`src/rtl/loader_pkg.sv`:
```
// Shared types and sizes for the reference block loader.
package loader_pkg;

  typedef enum logic [1:0] {StFill, StLaunch, StRun, StDone} state_e;

  localparam int unsigned BLK_PIX = 225;
  localparam int unsigned BUF_W   = 1800;
  localparam int unsigned CNT_W   = 8;
  localparam int unsigned RUN_W   = 8;

endpackage

```
`src/rtl/ref_block_loader_if.sv`:
```
// Pixel stream, packed block and result handshake between the loader and its neighbours.
interface ref_block_loader_if
  import loader_pkg::*;
#(
  parameter int unsigned PIX_W = 8,
  parameter int unsigned BUF_W = loader_pkg::BUF_W
);
  logic             pix_valid;
  logic             pix_ready;
  logic [PIX_W-1:0] pix_data;
  logic             pix_last;
  logic [BUF_W-1:0] in_buffer;
  logic             sub_rst;
  logic             res_valid;
  logic             res_ack;
  logic             err;

  modport master (
    output pix_valid, pix_data, pix_last, res_ack,
    input  pix_ready, in_buffer, sub_rst, res_valid, err
  );

  modport slave (
    input  pix_valid, pix_data, pix_last, res_ack,
    output pix_ready, in_buffer, sub_rst, res_valid, err
  );
endinterface

```
`src/rtl/loader_ctrl.sv`:
```
// Loader FSM with beat and run counters; drives the slot write strobe and index.
// Framing checks on pix_last are built only with LOADER_FRAME_CHECK_EN defined.
module loader_ctrl
  import loader_pkg::*;
#(
  parameter int unsigned BlkPix    = BLK_PIX,
  parameter int unsigned RunCycles = 52
) (
  input  logic             clk,
  input  logic             rst,
  input  logic             pix_valid,
  input  logic             pix_last,
  input  logic             res_ack,
  output logic             pix_ready,
  output logic             sub_rst,
  output logic             res_valid,
  output logic             err,
  output logic             wr_en,
  output logic [CNT_W-1:0] wr_idx
);

  localparam logic [CNT_W-1:0] LastIdx = CNT_W'(BlkPix - 1);
  localparam logic [RUN_W-1:0] RunLast = RUN_W'(RunCycles - 1);

  state_e           state_q, state_d;
  logic [CNT_W-1:0] cnt_q, cnt_d;
  logic [RUN_W-1:0] run_q, run_d;
  logic             ready_q, sub_rst_q, res_valid_q;
  logic             accept, is_last, early_last, miss_last;

  assign accept  = pix_valid && ready_q;
  assign is_last = (cnt_q == LastIdx);

`ifdef LOADER_FRAME_CHECK_EN
  assign early_last = pix_last && !is_last;
  assign miss_last  = !pix_last && is_last;
`else
  logic unused_pix_last;
  assign unused_pix_last = pix_last;
  assign early_last      = 1'b0;
  assign miss_last       = 1'b0;
`endif

  always_comb begin
    state_d = state_q;
    cnt_d   = cnt_q;
    run_d   = run_q;
    wr_en   = 1'b0;
    unique case (state_q)
      StFill: begin
        if (accept) begin
          if (early_last) begin
            // Premature end of block: drop what was collected and restart the count.
            cnt_d = '0;
          end else begin
            wr_en = 1'b1;
            if (is_last) begin
              cnt_d   = '0;
              state_d = StLaunch;
            end else begin
              cnt_d = cnt_q + 1'b1;
            end
          end
        end
      end
      StLaunch: begin
        run_d   = '0;
        state_d = StRun;
      end
      StRun: begin
        if (run_q == RunLast) state_d = StDone;
        else                  run_d   = run_q + 1'b1;
      end
      StDone: begin
        if (res_ack) begin
          cnt_d   = '0;
          state_d = StFill;
        end
      end
      default: state_d = StFill;
    endcase
  end

  // Outputs are registered from the next state so they change on the same edge as the state.
  always_ff @(posedge clk or negedge rst) begin
    if (!rst) begin
      state_q     <= StFill;
      cnt_q       <= '0;
      run_q       <= '0;
      ready_q     <= 1'b0;
      sub_rst_q   <= 1'b0;
      res_valid_q <= 1'b0;
    end else begin
      state_q     <= state_d;
      cnt_q       <= cnt_d;
      run_q       <= run_d;
      ready_q     <= (state_d == StFill);
      sub_rst_q   <= (state_d == StRun) || (state_d == StDone);
      res_valid_q <= (state_d == StDone);
    end
  end

`ifdef LOADER_FRAME_CHECK_EN
  logic err_q;
  always_ff @(posedge clk or negedge rst) begin
    if (!rst) begin
      err_q <= 1'b0;
    end else if ((state_q == StFill) && accept && (early_last || miss_last)) begin
      err_q <= 1'b1;
    end
  end
  assign err = err_q;
`else
  assign err = 1'b0;
`endif

  assign pix_ready = ready_q;
  assign sub_rst   = sub_rst_q;
  assign res_valid = res_valid_q;
  assign wr_idx    = cnt_q;

endmodule

```
`src/rtl/ref_block_loader.sv`:
```
// Packs a raster block of pixels into the interpolator's flat input bus and sequences its run.
// Optional framing checks: define LOADER_FRAME_CHECK_EN.
module ref_block_loader
  import loader_pkg::*;
#(
  parameter int unsigned BLK_W      = 15,
  parameter int unsigned BLK_H      = 15,
  parameter int unsigned PIX_W      = 8,
  parameter int unsigned RUN_CYCLES = 52
) (
  input  logic               clk,
  input  logic               rst,
  ref_block_loader_if.slave  bus
);

  localparam int unsigned NPix = BLK_W * BLK_H;

  logic [PIX_W-1:0] buf_q [NPix];
  logic             wr_en;
  logic [CNT_W-1:0] wr_idx;

  loader_ctrl #(
    .BlkPix    (NPix),
    .RunCycles (RUN_CYCLES)
  ) u_ctrl (
    .clk       (clk),
    .rst       (rst),
    .pix_valid (bus.pix_valid),
    .pix_last  (bus.pix_last),
    .res_ack   (bus.res_ack),
    .pix_ready (bus.pix_ready),
    .sub_rst   (bus.sub_rst),
    .res_valid (bus.res_valid),
    .err       (bus.err),
    .wr_en     (wr_en),
    .wr_idx    (wr_idx)
  );

  always_ff @(posedge clk or negedge rst) begin
    if (!rst) begin
      for (int unsigned i = 0; i < NPix; i++) buf_q[i] <= '0;
    end else if (wr_en) begin
      buf_q[wr_idx] <= bus.pix_data;
    end
  end

  // Slot k sits at bit offset PIX_W*k, i.e. row-major with row pitch BLK_W pixels.
  for (genvar k = 0; k < NPix; k++) begin : g_pack
    assign bus.in_buffer[PIX_W*k +: PIX_W] = buf_q[k];
  end

endmodule

```
`src/flat_wrapper.sv`:
```
// flat-port wrapper written by rule: the top's interface ports become plain ports
module ref_block_loader_flat import loader_pkg::*;
#(
  parameter int unsigned BLK_W      = 15,
  parameter int unsigned BLK_H      = 15,
  parameter int unsigned PIX_W      = 8,
  parameter int unsigned RUN_CYCLES = 52
)
  (clk, rst, bus_pix_valid, bus_pix_data, bus_pix_last, bus_res_ack, bus_pix_ready, bus_in_buffer, bus_sub_rst, bus_res_valid, bus_err);
  ref_block_loader_if #(.PIX_W(PIX_W)) bus_i ();
  input  logic clk;
  input  logic rst;
  input wire logic [$bits(bus_i.pix_valid)-1:0] bus_pix_valid;
  input wire logic [$bits(bus_i.pix_data)-1:0] bus_pix_data;
  input wire logic [$bits(bus_i.pix_last)-1:0] bus_pix_last;
  input wire logic [$bits(bus_i.res_ack)-1:0] bus_res_ack;
  output wire logic [$bits(bus_i.pix_ready)-1:0] bus_pix_ready;
  output wire logic [$bits(bus_i.in_buffer)-1:0] bus_in_buffer;
  output wire logic [$bits(bus_i.sub_rst)-1:0] bus_sub_rst;
  output wire logic [$bits(bus_i.res_valid)-1:0] bus_res_valid;
  output wire logic [$bits(bus_i.err)-1:0] bus_err;
  assign bus_i.pix_valid = bus_pix_valid;
  assign bus_i.pix_data = bus_pix_data;
  assign bus_i.pix_last = bus_pix_last;
  assign bus_i.res_ack = bus_res_ack;
  assign bus_pix_ready = bus_i.pix_ready;
  assign bus_in_buffer = bus_i.in_buffer;
  assign bus_sub_rst = bus_i.sub_rst;
  assign bus_res_valid = bus_i.res_valid;
  assign bus_err = bus_i.err;
  ref_block_loader #(.BLK_W(BLK_W), .BLK_H(BLK_H), .PIX_W(PIX_W), .RUN_CYCLES(RUN_CYCLES)) u_core (.clk(clk), .rst(rst), .bus(bus_i));
endmodule
```
`config.mk`:
```
export PLATFORM = sky130hd
export DESIGN_NAME = ref_block_loader_flat
export DESIGN_NICKNAME = d
export VERILOG_FILES = /design/src/rtl/loader_pkg.sv /design/src/rtl/ref_block_loader_if.sv /design/src/rtl/loader_ctrl.sv /design/src/rtl/ref_block_loader.sv /design/src/flat_wrapper.sv
export SDC_FILE = /design/constraint.sdc
export NUM_CORES = 2
export LEC_CHECK = 0
export ABC_AREA = 1
export BUFFER_PORTS_ARGS = -buffer_cell sky130_fd_sc_hd__clkbuf_2
export CORE_AREA = 5 5 713 715
export CTS_CLUSTER_SIZE = 24
export DETAILED_ROUTE_END_ITERATION = 10
export DIE_AREA = 0 0 718 720
export PLACE_DENSITY = 0.36
export SLEW_MARGIN = 20
export SYNTH_ARGS = -nofsm -noshare
export SYNTH_HDL_FRONTEND = slang
export SYNTH_SLANG_ARGS = --single-unit
export TNS_END_PERCENT = 20
```
`constraint.sdc`:
```
create_clock -name clk -period 1.7 [get_ports clk]
set_input_delay 0.085 -clock clk [delete_from_list [all_inputs] [get_ports clk]]
set_output_delay 0.085 -clock clk [all_outputs]
set_load 0.005 [all_outputs]
```
==> metrics.cfg <==
[logic_synthesis]
synth.area.top_cells=dfrtp_1 67%, nand2_1 14%, o21ai_0 12%
yosysWarnings=0
synth_seq_cells=1821
synth_fp_nets=6830
postSynthAreaPerCell_um2=9.96
syn_inst=6812
synth.distinct_cells=34
synth_top_area_share=0.671
yosysSeqAreaShare=0.671
synth_top_cell_by_area=dfrtp_1
syn-cell-area_mm2=0.0679

[sta]
skew_ns=0.0914
worst_slack_ns=-0.275
rsz0062_at_grt=yes
final-max-slew-violation-count=0
max_slew_margin=0.511
finalCritPeriodShare=1.16
finalHoldViolations=0
fmax_ghz=0.506
setup_viol=1812
finalSetupTns_ns=-246.13
min_period_ns=1.98
worst_pin_slew_ns=0.733

[global_routing]
antenna_found_initial=24
overflow=0
grt_max_degree=96
first_global_vias=57600
grt_pass1_wl_mm=531
grt_usage=0.146

[power]
finalPower_mw=96.7
p_leak_nw=52.3
irDropWorstVdd_uv=872
cellPowerDensity_mw_per_mm2=926

[layout]
final_core_utilization=0.209
final_common_cell=nand2_1
multi_input_area_mm2=0.0223
mostFrequentLayoutCells=2249 x nand2_1, 1817 x dfrtp_1, 1804 x clkbuf_2
seq_area_mm2=0.0456
syn_to_final_growth_pct=53.9
fillers=55200
drive_gt1_frac=0.371
finalNetCount=9188

[clock_tree]
clock_sinks=1821
clk_latency_ns=0.96
cts_buffers=230
tritoncts=yes
h-tree-depth=4
cts.root.buffer_cell=clkbuf_16
cts_buffer_depth=4
path_clk_slew_ns=0.06

[floorplan]
die_h_um=720
rows=260
die_x_um=718
io_pins=1817
core_mm2=0.501
die-area_mm2=0.517
start_util=0.136

[worst_setup_path]
slowest_delay_ns=0.38
reg2reg_depth=11
worstPathArrival_ns=2.78
critPathMaxFanout=10
path_depth=11
cp-end-kind=register
cp-start-kind=register
path_delay_family=buffers and inverters
cp_num_buf_inv=5
worstPathCellList=nor2_2 > buf_6 > nand2_8 > nor2_4 > buf_6 > buf_16 > buf_12 > nand2_1 > buf_4 > nand2_1 > o21ai_0
crit_type=reg -> reg
worstPathRequired_ns=2.50
critPathSlowestCell=dfrtp_1

[detailed_routing]
routed_wl_mm=402
wire_per_inst_um=25.1
ant_nets=0
first_pass_iters=5
drtIter0Drc=4056
dr_total_vias=58400
route.detailed.drc=0
vias_per_cell=3.64

[placement]
place_congestion=0.776
hpwl_mm=288
numPortBuffers=1814

[min_path]
min_path_cells=3
holdCritPathClass=in -> reg

[run_status]
violations=negative setup slack
status=complete, but fails checks

[job]
maxCapViolations=0

cell families after synthesis:
group / share of synthesized area
other: 0.0000552
AO/OA/AOI/OAI: 0.129
buffers and inverters: 0.0367
adder cells (fa/ha/maj): 0.000922
flip-flops: 0.671
AND/OR/NAND/NOR: 0.162
XOR/XNOR: 0.000129
routing by layer:
layer,GRT usage,up-vias,part of all wire
met1,0.176,29300,0.41
met4,0.0455,0,0.035
met2,0.253,1663,0.49
met5,0,-,0
met3,0.0362,435,0.059
li1,-,27100,-
flip-flops by register name, indices dropped and copies added (netlist names):
name / count
u_core.bus.in_buffer: 1800
u_core.u_ctrl.run_q: 8
u_core.u_ctrl.sub_rst: 1
u_core.u_ctrl.state_q: 2
u_core.u_ctrl.pix_ready: 1
u_core.u_ctrl.res_valid: 1
u_core.u_ctrl.wr_idx: 8
area by class of cell:
type                       instances  area share
clock inverter                    78     0.00896
timing repair buffer            2598       0.193
sequential                      1821       0.436
multi-input combinational       4448       0.214
antenna                            5    0.000120
inverter                          71     0.00333
tap                             6681      0.0800
clock buffer                     340      0.0646
timing repair:
| item | 4_1_cts | 5_1_grt |
|---|---|---|
| hold buffers | 12 | 0 |
| pin swaps | 68 | 53 |
| endpoints found under the hold margin | 3326 | 0 |
| setup buffers | 58 | 29 |
| gates cloned | 23 | 41 |
| setup endpoints to repair | 1906 | 1863 |
| resized for setup | 371 | 605 |
worst paths after layout:
kind	startpoint	to	slack, ns
max	u_core.u_ctrl.state_q[1]	u_core.bus.in_buffer[1473]	-0.28
min	bus_res_ack	u_core.u_ctrl.res_valid	0.21
max reg2reg	u_core.u_ctrl.state_q[1]	u_core.bus.in_buffer[1473]	-0.28
min reg2reg	u_core.bus.in_buffer[526]	u_core.bus.in_buffer[526]	0.47
max in group asynchronous	rst	u_core.bus.in_buffer[708]	0.25
min in group asynchronous	rst	u_core.bus.in_buffer[1599]	0.45
power by group:
group	internal, mW	total (mW)	switching (mW)	leakage, nW
combinational	0.595	3.03	2.43	23.1
sequential	43.4	43.4	0	25.4
clock	29.3	50.3	21.0	3.78
synth_stat cells, drive strengths merged:
master,n
clkinv,1
or2,1
nor3,48
ha,5
o21ai,1733
dfrtp,1821
a31o,1
conb,1
a21oi,4
nand2,2525
o21bai,1
o22ai,1
nand3,30
o211ai,1
xor2,1
buf,202
clkbuf,282
nand4,33
inv,70
nor2,51
worst min-delay path, stage by stage:
cell,delay (ns)
dlygate4sd3_1,0.57
clkbuf_2,0.24
o22ai_1,0.13
stage by stage:
step	cell area, um^2	setup WS, ns	std cells	hold slack (ns)
finish	104000	-0.275	16000	0.211
CTS	102000	-0.323	16000	0.103
floorplan	67900	-0.0149	6812	-0.211
detailed placement	91600	-0.612	15500	0.00389
global route	104000	-0.392	16000	0.172
global placement	91600	-0.599	15500	0.00520
Power figures use the tool's default switching activity.
